[src/rtl/capture_sequencer.sv]
// capture_sequencer: photobooth capture controller.
// Once the start screen is finished (enable_in high), a shutter click latches
// the chosen filter and starts a per-shot seconds countdown. When a countdown
// expires, one camera frame is captured. After NUM_SHOTS shots the block
// reports done, and a further click in DONE starts a retake.
//
// Ports:
//   clk_in          pixel clock (single domain)
//   rst_n_in        asynchronous active-low reset
//   enable_in       start screen finished; low forces IDLE
//   select_in       filter index 0..5, sampled on a click
//   shutter_in      debounced button level; the rising edge is a click
//   frame_start_in  one-cycle pulse at the start of a camera frame
//   frame_done_in   one-cycle pulse when the frame has been stored
//   filter_out      latched filter index
//   countdown_out   seconds remaining; 0 outside COUNT
//   capture_out     high for the whole capture window
//   shot_idx_out    buffer slot of the current/next shot
//   busy_out        high in COUNT, WAIT_FRAME, CAPTURE
//   done_out        high in DONE
//
// state      | meaning
// -----------+--------------------------------------------------
// IDLE       | waiting for enable_in
// ARMED      | waiting for the first shutter click
// COUNT      | seconds countdown for the current shot
// WAIT_FRAME | countdown expired, waiting for frame_start_in
// CAPTURE    | capture window open, waiting for frame_done_in
// DONE       | all shots taken; a click starts a retake
module capture_sequencer #(
  parameter int unsigned CLK_HZ        = 74_250_000,
  parameter int unsigned COUNT_SECONDS = 3,
  parameter int unsigned NUM_SHOTS     = 4
) (
  input  logic       clk_in,
  input  logic       rst_n_in,
  input  logic       enable_in,
  input  logic [2:0] select_in,
  input  logic       shutter_in,
  input  logic       frame_start_in,
  input  logic       frame_done_in,
  output logic [2:0] filter_out,
  output logic [3:0] countdown_out,
  output logic       capture_out,
  output logic [1:0] shot_idx_out,
  output logic       busy_out,
  output logic       done_out
);

  localparam int unsigned PW = (CLK_HZ > 1) ? $clog2(CLK_HZ) : 1;
  localparam logic [PW-1:0] PRESC_MAX = PW'(CLK_HZ - 1);
  localparam logic [3:0]    CD_LOAD   = 4'(COUNT_SECONDS);
  localparam logic [1:0]    LAST_SHOT = 2'(NUM_SHOTS - 1);

  typedef enum logic [2:0] {
    S_IDLE, S_ARMED, S_COUNT, S_WAIT_FRAME, S_CAPTURE, S_DONE
  } state_t;

  state_t        state_q, state_d;
  logic [PW-1:0] presc_q, presc_d;
  logic          shutter_q;
  logic [2:0]    filter_q, filter_d;
  logic [3:0]    countdown_q, countdown_d;
  logic          capture_q, capture_d;
  logic [1:0]    shot_idx_q, shot_idx_d;
  logic          busy_q, busy_d;
  logic          done_q, done_d;
  logic          click;

  assign click = shutter_in & ~shutter_q;

  always_comb begin
    state_d     = state_q;
    presc_d     = presc_q;
    filter_d    = filter_q;
    countdown_d = countdown_q;
    capture_d   = capture_q;
    shot_idx_d  = shot_idx_q;

    if (!enable_in) begin
      // filter_out deliberately survives a drop of enable
      state_d     = S_IDLE;
      presc_d     = '0;
      countdown_d = '0;
      capture_d   = 1'b0;
      shot_idx_d  = '0;
    end else begin
      unique case (state_q)
        S_IDLE: state_d = S_ARMED;
        S_ARMED, S_DONE: begin
          if (click) begin
            filter_d    = (select_in > 3'd5) ? 3'd0 : select_in;
            shot_idx_d  = '0;
            countdown_d = CD_LOAD;
            presc_d     = '0;
            state_d     = S_COUNT;
          end
        end
        S_COUNT: begin
          if (presc_q == PRESC_MAX) begin
            presc_d = '0;
            if (countdown_q > 4'd1) begin
              countdown_d = countdown_q - 4'd1;
            end else begin
              countdown_d = '0;
              state_d     = S_WAIT_FRAME;
            end
          end else begin
            presc_d = presc_q + 1'b1;
          end
        end
        S_WAIT_FRAME: begin
          if (frame_start_in) begin
            capture_d = 1'b1;
            state_d   = S_CAPTURE;
          end
        end
        S_CAPTURE: begin
          if (frame_done_in) begin
            capture_d = 1'b0;
            if (shot_idx_q < LAST_SHOT) begin
              shot_idx_d  = shot_idx_q + 2'd1;
              countdown_d = CD_LOAD;
              presc_d     = '0;
              state_d     = S_COUNT;
            end else begin
              state_d = S_DONE;
            end
          end
        end
        default: state_d = S_IDLE;
      endcase
    end

    busy_d = (state_d == S_COUNT) || (state_d == S_WAIT_FRAME) ||
             (state_d == S_CAPTURE);
    done_d = (state_d == S_DONE);
  end

  always_ff @(posedge clk_in or negedge rst_n_in) begin
    if (!rst_n_in) begin
      state_q     <= S_IDLE;
      presc_q     <= '0;
      shutter_q   <= 1'b0;
      filter_q    <= '0;
      countdown_q <= '0;
      capture_q   <= 1'b0;
      shot_idx_q  <= '0;
      busy_q      <= 1'b0;
      done_q      <= 1'b0;
    end else begin
      state_q     <= state_d;
      presc_q     <= presc_d;
      shutter_q   <= shutter_in;
      filter_q    <= filter_d;
      countdown_q <= countdown_d;
      capture_q   <= capture_d;
      shot_idx_q  <= shot_idx_d;
      busy_q      <= busy_d;
      done_q      <= done_d;
    end
  end

  assign filter_out    = filter_q;
  assign countdown_out = countdown_q;
  assign capture_out   = capture_q;
  assign shot_idx_out  = shot_idx_q;
  assign busy_out      = busy_q;
  assign done_out      = done_q;

endmodule

[config.mk]
export PLATFORM = sky130hd
export DESIGN_NAME = capture_sequencer
export DESIGN_NICKNAME = d
export VERILOG_FILES = /design/src/rtl/capture_sequencer.sv
export SDC_FILE = /design/constraint.sdc
export NUM_CORES = 1
export LEC_CHECK = 0
export CAP_MARGIN = 20
export CORE_UTILIZATION = 50
export CTS_BUF_LIST = sky130_fd_sc_hd__clkbuf_4
export DETAILED_ROUTE_END_ITERATION = 8
export PLACE_DENSITY = 0.7
export SETUP_SLACK_MARGIN = 0.15
export SLEW_MARGIN = 20
export SYNTH_ARGS = -nofsm -noshare
export SYNTH_HDL_FRONTEND = slang
export SYNTH_SLANG_ARGS = --single-unit
[constraint.sdc]
create_clock -name clk_in -period 5.1 [get_ports clk_in]
set_input_delay 0.51 -clock clk_in [delete_from_list [all_inputs] [get_ports clk_in]]
set_output_delay 0.51 -clock clk_in [all_outputs]
set_load 0.05 [all_outputs]
==> results.sh, run 1 <==
export IMPL_status="finished, final reports clean"
export IMPL_grt_use_met2_pct=34.9
export IMPL_core_area_um2=4820
export IMPL_yosysWarningCount=0
export IMPL_skew_ns=0.00712
export IMPL_yosys_top_cells_area="dfrtp_1, nand2_1, a31oi_1"
export IMPL_syn_nets=292
export IMPL_numCtsBuffers=5
export IMPL_cts_tree="built"
export IMPL_ys_seq_elements=43
export IMPL_min_path_type="in -> async"
export IMPL_start_util_pct=53.1
export IMPL_die_area_um2=5400
export IMPL_die_x_um=73.5
export IMPL_fill_cells=457
export IMPL_synth_top_cell_by_area="dfrtp_1"
export IMPL_drive_above_1_share_pct=5.78
export IMPL_clk_latency_ns=0.35
export IMPL_grt_ovfl_total=0
export IMPL_dp_final_hpwl_um=3760
export IMPL_finalCriticalPeriod_ns=2.59
export IMPL_rows=25
export IMPL_tightest_slew_ns=0.878
export IMPL_area_growth_pct=9.84
export IMPL_first_pass_iters=4
export IMPL_synth_avg_cell_area_um2=9.16
export IMPL_synth_top_cell_area_share_pct=42.1
export IMPL_synth_edf_count=0
export IMPL_ctsHoldBuffers=0
export IMPL_rsz0062_at_grt="no"
export IMPL_synth_async_reset_ratio_pct=100
export IMPL_antenna_cells=0
export IMPL_peakVddDrop_uv=204
export IMPL_met1_usage_pct=33.1
export IMPL_final_nets=306
export IMPL_grt_busiest_layer="met2"
export IMPL_slew_headroom_pct=41.5
export IMPL_yosysUniqueCellTypes=48
export IMPL_placement_io_buffers=20
export IMPL_startpoint_type="flip-flop"
export IMPL_num_vias=2166
export IMPL_fin_crit_sh_pct=50.9
export IMPL_p_leak_nw=1.14
export IMPL_finalSetupTns_ns=0
export IMPL_final_setup_viol_count=0
export IMPL_antenna_found_initial=0
export IMPL_arrival_ns=2.87
export IMPL_seq_area_frac_synth_pct=42.1
export IMPL_wl_um=5550
export IMPL_grt_max_degree=44
export IMPL_drv_cap=0
export IMPL_use_met3_pct=3.70
export IMPL_grt_pass1_vias=1995
export IMPL_grt_use_total_pct=22.7
export IMPL_design_area_um2=2810
export IMPL_drc_errors=0
export IMPL_cts_max_path_buffers=2
export IMPL_drtIter0Drc=191
export IMPL_clkSinkCount=43
export IMPL_worstSetupPathType="reg -> reg"
export IMPL_slew_viol_final=0
export IMPL_synthFlopType="dfrtp_1"
export IMPL_cp_end_kind="flip-flop"
export IMPL_worstPathMaxFanout=21
export IMPL_grt_pass1_wl_um=9420
export IMPL_mappedNetlistArea_um2=2560
export IMPL_hold_viol_final=0
export IMPL_holdWs_ns=0.125
export IMPL_ctsResizeCount=0
export IMPL_path_clk_slew_ns=0.13
export IMPL_place_area_um2=2750
export IMPL_wl_per_cell_um=15.4
export IMPL_post_layout_total_power_mw=0.763
export IMPL_vias_per_cell=6.00
export IMPL_h_tree_depth=2
export IMPL_pwr_density_cell_nw_per_um2=272
export IMPL_netlist_instances=279
export IMPL_root_buffer="clkbuf_4"
export IMPL_ant_nets=0
export IMPL_crit_required_ns=5.38
export IMPL_ios=21
export IMPL_fmax_ghz=0.385
export IMPL_die_y_um=73.5
export IMPL_postCtsSetupRepairBufs=0
export IMPL_gp_congestion=0.853
-- cell usage in the layout, fill, tap and decap left out, types with 2 or more instances in the layout --
cell             synthesis  layout
clkdlybuf4s50_1          0      19
nor2_1                  14      14
nor3b_1                  2       2
nand3b_1                 2       2
nor4_1                   5       5
a41oi_1                  4       4
xor2_1                   5       5
nand3_1                 15      15
ha_1                     4       4
clkbuf_4                 0       5
and2_1                   4       4
or3_1                    2       2
a21oi_1                  9       9
nand2_1                 35      35
nand2b_1                 6       6
a21boi_0                 2       2
a22o_1                   3       3
dfrtp_1                 43      43
buf_4                    0       2
inv_1                    8       8
and3_1                   8       8
o21ai_0                 16      16
a21o_1                   2       2
a31oi_1                 17      17
o211ai_1                 4       4
nand4_1                 12      12
nor2b_1                  8       8
clkinv_1                 0       2
nor4b_1                  2       2
nor3_1                   7       7
mux2i_1                  6       6
o2bb2ai_1                3       3
-- synthesized netlist by cell type (all sizes together), types with 3 or more instances --
master	number
inv	8
and2	4
and3	8
a41oi	4
nand2	35
nand3	16
nor3	8
nor4	6
dfrtp	43
nor2b	8
ha	4
nand2b	6
o2bb2ai	3
nor3b	3
a22o	3
xor2	5
o21ai	16
nor2	15
mux2i	6
clkbuf	4
buf	10
a21oi	10
nand4	12
o211ai	4
a31oi	17
-- per-layer routing --
metal	routed length [um]	up-vias
met4	44	0
met2	2520	48
met1	2760	1044
met3	223	4
li1	-	1070
met5	0	-
-- worst max-delay path: stages, from the launching register on --
cell and delay (ns):
dfrtp_1 0.57, nor3b_2 0.36, and2_1 0.18, o31a_1 0.71
buf_4 0.37, a41oi_1 0.16, a31oi_1 0.16
-- cell type report --
cell class / count / area [um^2] / share of cell area (%)
Clock buffer: 5 / 37.5 / 1.34
Inverter: 8 / 30.0 / 1.07
Tap cell: 67 / 83.8 / 2.99
Sequential cell: 43 / 1080 / 38.3
Clock inverter: 3 / 15.0 / 0.535
Multi-Input combinational cell: 214 / 1360 / 48.4
Timing Repair Buffer: 21 / 205 / 7.31
-- through the flow --
stage	utilization (%)	worst slack (ns)	cells
after global placement	57.1	2.33	353
after global routing	58.3	2.24	361
final	58.3	2.51	361
after CTS	58.2	2.54	361
after floorplan	-	2.98	279
after detailed placement	57.1	2.21	353
-- cells by family (layout without fill, tap and decap cells) --
logic type / after synthesis / in the layout / synth area share, %
compound gates: 66 / 66 / 17.7
xor+xnor: 5 / 5 / 1.71
fa+ha+maj: 4 / 4 / 1.96
buf+inv: 22 / 37 / 4.70
flops: 43 / 43 / 42.1
mux: 7 / 7 / 2.79
simple gates: 132 / 132 / 29.1
-- path summary, 6_finish.rpt --
path,startpoint,endpoint,slack (ns),cells past startpoint
worst max-delay path,state_q[1],presc_q[7],2.51,6
worst min-delay path,rst_n_in,shot_idx_out[1],0.12,1
worst max register to register,state_q[1],presc_q[7],2.51,6
worst min register to register,filter_out[2],filter_out[2],0.51,2
max in group asynchronous,rst_n_in,presc_q[18],4.59,1
min in group clk_in,filter_out[2],filter_out[2],0.51,2
-- power by group --
part | internal (mW) | switching, mW | total (mW)
registers | 0.360 | 0.0196 | 0.379
clock network | 0.0506 | 0.110 | 0.161
logic | 0.0756 | 0.148 | 0.223
total | 0.486 | 0.277 | 0.763
-- flip-flops by register name, indices dropped and copies added, names as in the netlist --
register and flops:
filter_out 3, shutter_q 1, capture_out 1, busy_out 1, state_q 3, shot_idx_out 2, countdown_out 4, done_out 1
presc_q 27
No activity file was read; power rests on OpenSTA's default activity.
==> inputs of run 2 (changes only) <==
==> constraint.sdc (replaced) <==
create_clock -name clk_in -period 2.6 [get_ports clk_in]
set_input_delay 0.26 -clock clk_in [delete_from_list [all_inputs] [get_ports clk_in]]
set_output_delay 0.26 -clock clk_in [all_outputs]
set_load 0.05 [all_outputs]
==> run 2 against run 1 <==
Total power increased by 98%. Highest routed layer unchanged. Sequential power rose by 96%. Clock skew up 0.0079 ns. Worst hold slack improved by 0.22 ns. Combinational power rose by 100%. Clock power up 99%. Sequential cell count did not move. Die area stayed put. Critical path type unchanged. Global-route usage shrank 0.99 points. Wire length shrank 4.4%.
==> results.sh, run 2 (synthesis results as in run 1) <==
export IMPL_design_area_um2=2870
export IMPL_root_buffer="clkbuf_4"
export IMPL_finalSetupTns_ns=0
export IMPL_mostFrequentLayoutCells="dfrtp_1, nand2_1, clkdlybuf4s50_1"
export IMPL_skew_ns=0.0151
export IMPL_status="finished, final reports clean"
export IMPL_antenna_found_initial=0
export IMPL_num_vias=2150
export IMPL_ios=21
export IMPL_worstSetupPathType="reg -> reg"
export IMPL_cts_max_path_buffers=2
export IMPL_antenna_cells=0
export IMPL_wl_per_cell_um=14.4
export IMPL_fill_cells=439
export IMPL_grt_use_total_pct=21.7
export IMPL_reg2reg_slack_ns=0.42
export IMPL_multi_input_area_um2=1360
export IMPL_instances_no_fill=368
export IMPL_grt_ovfl_total=0
export IMPL_drive_above_1_share_pct=7.64
export IMPL_core_area_um2=4820
export IMPL_h_tree_depth=2
export IMPL_peakVddDrop_uv=463
export IMPL_startpoint_type="flip-flop"
export IMPL_p_leak_nw=1.18
export IMPL_cts_tree="built"
export IMPL_post_place_ws_ns=0.356
export IMPL_drc_errors=0
export IMPL_pwr_density_cell_nw_per_um2=526
export IMPL_numCtsBuffers=5
export IMPL_drv_cap=0
export IMPL_fin_crit_sh_pct=83.7
export IMPL_final_nets=313
export IMPL_start_util_pct=53.1
export IMPL_slew_viol_final=0
export IMPL_place_area_um2=2790
export IMPL_critPathTopFamily="simple AND/OR/NAND/NOR gates"
export IMPL_path_clk_slew_ns=0.13
export IMPL_cp_end_kind="flip-flop"
export IMPL_largest_reg_flops=27
export IMPL_die_x_um=73.5
export IMPL_grt_pass1_vias=1922
export IMPL_top_register="presc_q"
export IMPL_hold_viol_final=0
export IMPL_critPathSlowestCell="dfrtp_1"
export IMPL_dp_final_hpwl_um=3750
export IMPL_holdWs_ns=0.341
export IMPL_worstPathMaxFanout=25
export IMPL_ant_nets=0
export IMPL_rsz0062_at_grt="no"
export IMPL_fin_ws_ns=0.424
export IMPL_die_area_um2=5400
export IMPL_grt_max_degree=44
export IMPL_place_inst=358
export IMPL_layout_commonest_cell="dfrtp_1"
export IMPL_tightest_slew_ns=0.737
export IMPL_rows=25
export IMPL_clkSinkCount=43
export IMPL_clk_latency_ns=0.35
export IMPL_postCtsSetupRepairBufs=0
export IMPL_min_path_type="in -> async"
export IMPL_final_setup_viol_count=0
export IMPL_fmax_ghz=0.459
export IMPL_area_growth_pct=12.4
export IMPL_cpPeakStageDelay_ns=0.56
export IMPL_post_layout_total_power_mw=1.51
export IMPL_path_buf_inv=1
export IMPL_fin_util_pct=59.6
export IMPL_final_seq_area_um2=1080
export IMPL_vias_per_cell=5.84
export IMPL_crit_required_ns=2.89
export IMPL_arrival_ns=2.47
export IMPL_die_y_um=73.5
export IMPL_grt_pass1_wl_um=8940
export IMPL_first_pass_iters=4
export IMPL_finalCriticalPeriod_ns=2.18
export IMPL_placement_io_buffers=20
export IMPL_wl_um=5300
export IMPL_ctsResizeCount=0
export IMPL_slew_headroom_pct=50.9
export IMPL_worstPathCellList="nor3b_2 -> and2_1 -> o31a_1 -> buf_4 -> or4b_1 -> nand3_1"
export IMPL_drtIter0Drc=142
export IMPL_gp_congestion=0.895
run 2: changes by cell type in the layout (fill, tap and decap cells not counted), sizes merged:
cell / previous run / this run
clkbuf: 5 / 6
dlygate4sd3: 0 / 1
buf: 2 / 8
clkinvlp: 1 / 0
run 2: timing repair:
action | CTS | global route
hold buffers | 0 | 1
endpoints found under the setup margin | 0 | 0
endpoints found under the hold margin | 0 | 15
run 2: final cells by class:
type / instances / area share [%]
clock buffers: 6 / 1.57
clock inverters: 2 / 0.261
multi-input cells: 214 / 47.3
well taps: 67 / 2.92
inverters: 8 / 1.05
flip-flops and latches: 43 / 37.5
repair buffers: 28 / 9.41
run 2: worst paths after layout:
| check | depth (start not counted) | from | end |
|---|---|---|---|
| max reg2reg | 6 | state_q[0] | presc_q[14] |
| min in group clk_in | 1 | shutter_in | shutter_q |
| max | 6 | state_q[0] | presc_q[14] |
| max in group asynchronous | 3 | rst_n_in | countdown_out[2] |
| min reg2reg | 2 | filter_out[0] | filter_out[0] |
| min | 2 | rst_n_in | shot_idx_out[0] |
run 2: routing by layer:
layer | track usage (%) | part of all wire [%] | vias up | wire length, um
met2 | 33.5 | 44 | 31 | 2340
met4 | 6.41 | 1.2 | 0 | 61
li1 | - | - | 1080 | -
met3 | 4.12 | 2.9 | 6 | 156
met5 | 0 | 0 | - | 0
met1 | 31.0 | 52 | 1033 | 2740
run 2: power breakdown:
group	leakage [nW]	total (mW)	switching, mW	internal (mW)
Sequential	0.588	0.743	0.0375	0.706
Clock	0.0307	0.321	0.210	0.111
Combinational	0.562	0.447	0.289	0.158
run 2: worst reg2reg max path, stage by stage (launching register included):
cell     delay (ns)
dfrtp_1        0.56
nor3b_2        0.38
and2_1         0.19
o31a_1         0.18
buf_4          0.26
or4b_1         0.46
nand3_1        0.10
==> inputs of run 3 (changes only) <==
--- a/config.mk
+++ b/config.mk
@@ -9,7 +9,7 @@
 export CORE_UTILIZATION = 50
 export CTS_BUF_LIST = sky130_fd_sc_hd__clkbuf_4
 export DETAILED_ROUTE_END_ITERATION = 8
-export PLACE_DENSITY = 0.7
+export PLACE_DENSITY = 0.73
 export SETUP_SLACK_MARGIN = 0.15
 export SLEW_MARGIN = 20
 export SYNTH_ARGS = -nofsm -noshare
==> constraint.sdc (replaced) <==
create_clock -name clk_in -period 1.9 [get_ports clk_in]
set_input_delay 0.19 -clock clk_in [delete_from_list [all_inputs] [get_ports clk_in]]
set_output_delay 0.19 -clock clk_in [all_outputs]
set_load 0.05 [all_outputs]
==> run 3 against run 2 <==
The flow now finishes with violations (setup timing). Sequential cell count did not move. Core utilization rose by 10 points. Clock-buffer cell count rose by 1. Critical path depth rose by 3. Cell count rose by 12%. First-iteration DRC count rose by 21%. Clock power rose by 47%. Total power rose by 47%. Non-clock buffer count rose by 45. Die area did not move. Wire length rose by 15%. Critical path type unchanged. Largest cell class unchanged. Largest power group unchanged.
==> results.sh, run 3 (synthesis results as in run 1) <==
export IMPL_power_frac_comb_pct=33.7
export IMPL_cp_end_kind="flip-flop"
export IMPL_first_pass_iters=4
export IMPL_grt_use_total_pct=25.5
export IMPL_multi_input_area_um2=1460
export IMPL_layout_commonest_cell="buf_4"
export IMPL_arrival_ns=2.17
export IMPL_post_place_ws_ns=-0.0957
export IMPL_dp_final_hpwl_um=4270
export IMPL_peakVddDrop_uv=570
export IMPL_worstSetupPathType="reg -> reg"
export IMPL_cp_common_cell="buf_6"
export IMPL_placement_io_buffers=20
export IMPL_post_layout_total_power_mw=2.23
export IMPL_cts_tree="built"
export IMPL_drtIter0Drc=172
export IMPL_die_area_um2=5400
export IMPL_min_path_type="in -> reg"
export IMPL_place_inst=402
export IMPL_largest_reg_flops=27
export IMPL_p_clk_share_pct=21.2
export IMPL_internal_power_mw=1.44
export IMPL_startpoint_type="flip-flop"
export IMPL_root_buffer="clkbuf_4"
export IMPL_antenna_cells=0
export IMPL_path_clk_slew_ns=0.13
export IMPL_hold_viol_final=0
export IMPL_slew_headroom_pct=63.9
export IMPL_worstPathCellList="nor4_2 -> buf_4 -> nand4_1 -> o31a_1 -> buf_6 -> buf_12 -> nor2_8 -> buf_6 -> nor2_1"
export IMPL_slew_viol_final=0
export IMPL_rows=25
export IMPL_skew_ns=0.0100
export IMPL_path_buf_inv=4
export IMPL_switching_power_mw=0.786
export IMPL_critPathSlowestCell="dfrtp_1"
export IMPL_fill_cells=387
export IMPL_die_y_um=73.5
export IMPL_p_leak_nw=1.51
export IMPL_cts_max_path_buffers=2
export IMPL_start_util_pct=53.1
export IMPL_finalCriticalPeriod_ns=1.92
export IMPL_clk_latency_ns=0.36
export IMPL_wl_per_cell_um=14.8
export IMPL_status="finished with violations"
export IMPL_finalSetupTns_ns=-0.0451
export IMPL_worstPathMaxFanout=5
export IMPL_die_x_um=73.5
export IMPL_p_seq_share_pct=45.1
export IMPL_drv_cap=0
export IMPL_fin_ws_ns=-0.0163
export IMPL_crit_required_ns=2.15
export IMPL_design_area_um2=3360
export IMPL_cpPeakStageDelay_ns=0.40
export IMPL_pwr_density_cell_nw_per_um2=663
export IMPL_critPathTopFamily="buffers and inverters"
export IMPL_drc_errors=0
export IMPL_ios=21
export IMPL_numCtsBuffers=5
export IMPL_grt_max_degree=44
export IMPL_netSwitchingFraction_pct=35.3
export IMPL_h_tree_depth=2
export IMPL_mostFrequentLayoutCells="buf_4, dfrtp_1, nand2_1"
export IMPL_drive_above_1_share_pct=26.6
export IMPL_fmax_ghz=0.522
export IMPL_ant_nets=0
export IMPL_num_vias=2368
export IMPL_gp_congestion=0.859
export IMPL_instances_no_fill=413
export IMPL_fin_crit_sh_pct=101
export IMPL_wl_um=6120
export IMPL_area_growth_pct=31.5
export IMPL_grt_ovfl_total=0
export IMPL_grt_pass1_wl_um=10400
export IMPL_final_nets=358
export IMPL_violations="setup timing"
export IMPL_fin_util_pct=69.8
export IMPL_final_seq_area_um2=1080
export IMPL_vias_per_cell=5.73
export IMPL_rsz0062_at_grt="yes"
export IMPL_top_register="presc_q"
export IMPL_antenna_found_initial=0
export IMPL_clkSinkCount=43
export IMPL_core_area_um2=4820
export IMPL_place_area_um2=3180
export IMPL_final_setup_viol_count=7
export IMPL_holdWs_ns=0.296
export IMPL_tightest_slew_ns=0.541
export IMPL_grt_pass1_vias=2231
[run 3: changes by cell type in the layout (fill, tap and decap cells not counted), sizes merged]
| cell | before | now |
|---|---|---|
| dlygate4sd2 | 0 | 6 |
| clkdlybuf4s50 | 19 | 9 |
| clkinv | 2 | 1 |
| clkbuf | 6 | 7 |
| dlymetal6s2s | 0 | 4 |
| buf | 8 | 53 |
[run 3: path summary, 6_finish.rpt]
kind / start / to / slack [ns] / depth (start not counted)
max in group asynchronous: rst_n_in / shot_idx_out[0] / 1.08 / 3
worst max-delay path: presc_q[25] / presc_q[22] / -0.02 / 9
worst min-delay path: shutter_in / shutter_q / 0.30 / 1
worst max register to register: presc_q[25] / presc_q[22] / -0.02 / 9
worst min register to register: filter_out[2] / filter_out[2] / 0.50 / 2
min in group asynchronous: rst_n_in / shot_idx_out[1] / 0.42 / 3
[run 3: routing by layer]
layer  routed length [um]  track usage (%)  share of wire (%)  vias up
met5                    0                0                  0        -
met4                   93             8.97                1.5        0
met3                  269             4.66                4.4        8
met2                 2930             39.9                 48       56
met1                 2830             35.4                 46     1138
li1                     -                -                  -     1166
[run 3: timing repair]
| item | 4_1_cts | 5_1_grt |
|---|---|---|
| gates resized for setup | 20 | 8 |
| setup buffers | 2 | 0 |
| hold buffers | 1 | 0 |
| endpoints found under the setup margin | 36 | 37 |
| endpoints found under the hold margin | 43 | 0 |
| pin swaps | 9 | 2 |
[run 3: layout make-up]
type	count	share of cell area (%)
Clock buffer	7	1.56
Clock inverter	1	0.149
Inverter	8	0.894
Multi-Input combinational cell	214	43.4
Sequential cell	43	32.2
Tap cell	67	2.49
Timing Repair Buffer	73	19.4
[run 3: power by group through the flow]
stage	sequential (mW)	clock (mW)	combinational (mW)
finish	1.01	0.473	0.750
global route	1.01	0.524	0.807
CTS	1.01	0.481	0.749
detailed placement	1.02	0	0.732
global placement	1.02	0	0.714
floorplan	1.16	0	0.323
